--- src/rtl/atctlc2axi500_grant_ctrl.sv ---
// TL-D Grant/GrantData issue stage: allocates a sink from the pool, emits the D beats, and
// forwards E GrantAcks as registered deallocations. ATCTLC2AXI500_GRANT_PIPE_EN enables zero-bubble grants.
module atctlc2axi500_grant_ctrl #(
    parameter int SINK_WIDTH   = 3,
    parameter int SOURCE_WIDTH = 4,
    parameter int DATA_WIDTH   = 64,
    parameter int BEAT_WIDTH   = 3
) (
    input  logic                    clk,
    input  logic                    reset,
    input  logic                    gnt_valid,
    output logic                    gnt_ready,
    input  logic [SOURCE_WIDTH-1:0] gnt_source,
    input  logic [1:0]              gnt_param,
    input  logic                    gnt_has_data,
    input  logic [BEAT_WIDTH-1:0]   gnt_beats_m1,
    input  logic                    gnt_denied,
    input  logic                    dat_valid,
    output logic                    dat_ready,
    input  logic [DATA_WIDTH-1:0]   dat_data,
    output logic                    d_valid,
    input  logic                    d_ready,
    output logic [2:0]              d_opcode,
    output logic [1:0]              d_param,
    output logic [SOURCE_WIDTH-1:0] d_source,
    output logic [SINK_WIDTH-1:0]   d_sink,
    output logic                    d_denied,
    output logic [DATA_WIDTH-1:0]   d_data,
    input  logic                    e_valid,
    output logic                    e_ready,
    input  logic [SINK_WIDTH-1:0]   e_sink,
    input  logic                    pool_busy,
    input  logic [SINK_WIDTH-1:0]   pool_next_sink,
    output logic                    pool_req_valid,
    output logic                    pool_rsp_valid,
    output logic [SINK_WIDTH-1:0]   pool_rsp_sink,
    output logic                    pool_ack_valid,
    output logic [SINK_WIDTH-1:0]   pool_ack_sink
);

    typedef enum logic [0:0] {IDLE, SEND} state_t;

    state_t                  state, state_nxt;
    logic [SOURCE_WIDTH-1:0] source_q;
    logic [1:0]              param_q;
    logic                    has_data_q;
    logic                    denied_q;
    logic [BEAT_WIDTH-1:0]   beats_m1_q;
    logic [BEAT_WIDTH-1:0]   cnt_q;
    logic [SINK_WIDTH-1:0]   sink_q;
    logic                    accept;
    logic                    handshake;
    logic                    last_beat;

    always_comb begin
        state_nxt      = state;
        gnt_ready      = 1'b0;
        d_valid        = 1'b0;
        dat_ready      = 1'b0;
        d_data         = '0;
        pool_rsp_valid = 1'b0;
        handshake      = 1'b0;
        last_beat      = 1'b0;
        accept         = 1'b0;
        case (state)
            IDLE: begin
                gnt_ready = ~pool_busy;
                accept    = gnt_valid & gnt_ready;
                if (accept) state_nxt = SEND;
            end
            SEND: begin
                d_valid        = has_data_q ? dat_valid : 1'b1;
                dat_ready      = has_data_q & d_ready;
                d_data         = has_data_q ? dat_data : '0;
                handshake      = d_valid & d_ready;
                // Compare before increment so a full 2**BEAT_WIDTH-beat grant never wraps early.
                last_beat      = handshake && (cnt_q == beats_m1_q);
                pool_rsp_valid = last_beat;
`ifdef ATCTLC2AXI500_GRANT_PIPE_EN
                gnt_ready      = last_beat & ~pool_busy;
`endif
                accept         = gnt_valid & gnt_ready;
                if (last_beat && !accept) state_nxt = IDLE;
            end
            default: state_nxt = IDLE;
        endcase
    end

    assign pool_req_valid = accept;
    assign pool_rsp_sink  = sink_q;
    assign d_opcode       = has_data_q ? 3'd5 : 3'd4;
    assign d_param        = param_q;
    assign d_source       = source_q;
    assign d_sink         = sink_q;
    assign d_denied       = denied_q;
    assign e_ready        = 1'b1;

    always_ff @(posedge clk) begin
        if (reset) begin
            state      <= IDLE;
            source_q   <= '0;
            param_q    <= '0;
            has_data_q <= 1'b0;
            denied_q   <= 1'b0;
            beats_m1_q <= '0;
            cnt_q      <= '0;
            sink_q     <= '0;
        end else begin
            state <= state_nxt;
            if (accept) begin
                source_q   <= gnt_source;
                param_q    <= gnt_param;
                has_data_q <= gnt_has_data;
                denied_q   <= gnt_denied;
                beats_m1_q <= gnt_has_data ? gnt_beats_m1 : '0;
                sink_q     <= pool_next_sink;
                cnt_q      <= '0;
            end else if (handshake) begin
                cnt_q <= cnt_q + 1'b1;
            end
        end
    end

    // Registered so there is no combinational path from the E channel into allocation.
    always_ff @(posedge clk) begin
        if (reset) begin
            pool_ack_valid <= 1'b0;
            pool_ack_sink  <= '0;
        end else begin
            pool_ack_valid <= e_valid;
            pool_ack_sink  <= e_sink;
        end
    end

endmodule

--- config.mk ---
export PLATFORM = sky130hd
export DESIGN_NAME = atctlc2axi500_grant_ctrl
export DESIGN_NICKNAME = d
export VERILOG_FILES = /design/src/rtl/atctlc2axi500_grant_ctrl.sv
export SDC_FILE = /design/constraint.sdc
export NUM_CORES = 1
export LEC_CHECK = 0
export CAP_MARGIN = 0
export CORE_MARGIN = 1
export CORE_UTILIZATION = 26
export CTS_CLUSTER_SIZE = 40
export DETAILED_ROUTE_END_ITERATION = 16
export PLACE_DENSITY = 0.82
export SLEW_MARGIN = 30
export SYNTH_ARGS = -nofsm -noshare
export SYNTH_HDL_FRONTEND = slang
export SYNTH_SLANG_ARGS = --single-unit
--- constraint.sdc ---
create_clock -name clk -period 1.4 [get_ports clk]
set_input_delay 0.28 -clock clk [delete_from_list [all_inputs] [get_ports clk]]
set_output_delay 0.28 -clock clk [all_outputs]
set_load 0.005 [all_outputs]
==> reports/results.txt <==
Clock slew at reported path FFs -> 70 ps
Critical Setup Path Class -> reg2out
Fin. max-slew vios -> 0
Synth top area share -> 31.3%
Fin util -> 77.8%
Routed Antenna Nets -> 0
Sw Pwr -> 0.442 mW
Setup WS post-layout -> -224 ps
Grt ovf -> 0
Sw Ratio -> 25.0%
Post-synth EDFFs -> 0
DRC viols -> 0
CP endpoint kind -> primary output
PD cells -> 439 nW/um^2
Critical Path Source Type -> flop
Initial Util -> 27.2%
Number of global-route vias before repair -> 1702
Top post-synthesis cells by area -> dfxtp_1, and3_1, nand2_1, buf_4, a21oi_2
GRT Util Overall -> 19.7%
Setup TNS -> -9110 ps
Clock Sinks -> 22
Crit-path max FO -> 2
Max_cap viols -> 0
Status -> complete, but fails checks
Skew final -> 3.56 ps
Seq pwr share -> 38.1%
Internal Dissipation -> 1.32 mW
Via count -> 2179
Clk pwr share -> 21.2%
Die width -> 75.6 um
Number of synthesized register bits -> 22
Post-Syn Area -> 1410 um^2
DR pass1 iterations -> 4
Final wirelength -> 8150 um
Fin nets -> 479
Number of core rows -> 26
Leak Pwr -> 2.03 nW
Hold Path Class -> reg2reg
Syn avg cell area -> 7.69 um^2
TritonCTS Buffers -> 3
Worst-Skew Late Latency -> 250 ps
WP data arrival -> 1340 ps
Ys Warns -> 0
Io pins -> 178
Iter 0 DRT Violations -> 40
DP Wirelength -> 4560 um
Ys flop type -> dfxtp_1
Antenna violations before repair -> 0
Total core area -> 5170 um^2
Post-synthesis sequential area ratio -> 31.3%
Via density -> 4.76
Port Buffers -> 174
P&R area growth vs syn -> 186%
Synth area leader -> dfxtp_1
Final Cycle Share -> 116%
Die footprint -> 5710 um^2
CTS Root Cell -> clkbuf_8
Final setup violation count -> 69
FMAX -> 0.616 GHz
Largest net degree at the start of global routing -> 30
RSZ-0062 raised after global routing -> true
Fin crit period -> 1620 ps
Fin. Hold Viols -> 0
Antenna diodes -> 0
Most numerous cell in the Yosys netlist -> and3_1
Worst path required time -> 1120 ps
Clk buf depth -> 2
Netlist cell types -> 28
Flop2flop setup slack -> 50 ps
Share of cells above drive strength 1 -> 49.0%
H-tree levels -> 1
Synth cell count leaders -> and3_1, nand2_1, dfxtp_1
WL per Instance -> 17.8 um
First-pass GRT wire length -> 8510 um
Cells after synthesis -> 183
Die H -> 75.6 um
VDD IR max -> 564 uV
Failing checks -> negative setup slack
Synth async-reset ratio -> 0%
CTS tree -> done
Logic pwr share -> 40.7%
GP Congestion -> 0.812
==> registers in the layout, indices dropped and copies added, names as in the netlist <==
name            count
beats_m1_q          3
d_param             2
pool_ack_sink       3
d_denied            1
pool_ack_valid      1
cnt_q               3
has_data_q          1
d_source            4
d_sink              3
state               1
==> cell families (layout without fill, tap and decap cells) <==
logic type               count (synthesis)  count (layout)  synth area share (%)
AND/OR/NAND/NOR                        109             109                  44.8
AO/OA/AOI/OAI                           16              16                  7.47
adder cells (fa/ha/maj)                  1               1                 0.889
multiplexers                             1               1                 0.711
XOR/XNOR                                 5               5                  3.11
buffers and inverters                   27             231                  11.2
flip-flops                              22              22                  31.3
other                                    2               3                 0.534
==> per-layer routing <==
layer  global-route usage (%)  wire, um  part of all wire, %
met1                     22.0      2850                   35
met2                     36.4      4460                   55
met3                     4.23       580                  7.1
met4                     7.20       264                  3.2
met5                        0         0                    0
==> critical path, stage by stage (launching register included) <==
cell and delay [ps]:
dfxtp_1 330, xnor2_1 190, nand2_1 120, nor4_2 290, clkbuf_2 160
==> power by group through the flow <==
stage / Combinational (mW) / Sequential [mW] / Clock (mW)
after floorplan: 0.147 / 0.684 / 0
after global placement: 0.507 / 0.685 / 0
after detailed placement: 0.514 / 0.685 / 0
after CTS: 0.531 / 0.674 / 0.383
after global routing: 0.764 / 0.675 / 0.411
final: 0.719 / 0.672 / 0.375
==> layout make-up <==
cell class	count	area (um^2)
timing repair buffer	226	2380
multi-input combinational	135	1050
tap	70	87.6
clock buffer	3	41.3
sequential	22	454
fill	351	1150
inverter	2	12.5
==> layout by cell type (no fill, tap or decap), types with 5 or more instances in the layout <==
cell type	n
buf_12	6
clkbuf_2	22
clkdlybuf4s50_1	91
clkbuf_16	6
nand2_1	27
dfxtp_1	15
dfxtp_2	5
dlymetal6s2s_1	13
and3_1	23
a21oi_1	8
and3_4	42
buf_4	16
a21oi_2	7
buf_6	64
==> through the flow <==
stage / std cells / setup slack [ps] / instance area (um^2) / power [mW] / hold WS (ps)
final: 458 / -224 / 4030 / 1.77 / 454
after global routing: 458 / -293 / 4030 / 1.85 / 487
after CTS: 426 / -414 / 3410 / 1.59 / 457
after detailed placement: 420 / -571 / 3260 / 1.20 / 446
after global placement: 420 / -510 / 3260 / 1.19 / 442
after floorplan: 184 / 155 / 1410 / 0.831 / 352
==> repair_timing <==
| item | CTS | global route |
|---|---|---|
| gates cloned | 1 | 10 |
| hold buffers | 0 | 0 |
| resized for setup | 148 | 228 |
| pin swaps | 1 | 12 |
| setup endpoints to repair | 76 | 85 |
| buffers inserted | 2 | 23 |
==> final timing paths <==
| kind | from | end | depth (start not counted) |
|---|---|---|---|
| worst min register to register | d_param[0] | d_param[0] | 2 |
| worst max register to register | state | beats_m1_q[2] | 8 |
| worst min-delay path | d_param[0] | d_param[0] | 2 |
| worst max-delay path | cnt_q[2] | pool_rsp_valid | 4 |
Note: power is estimated with default switching activity, not from simulation.
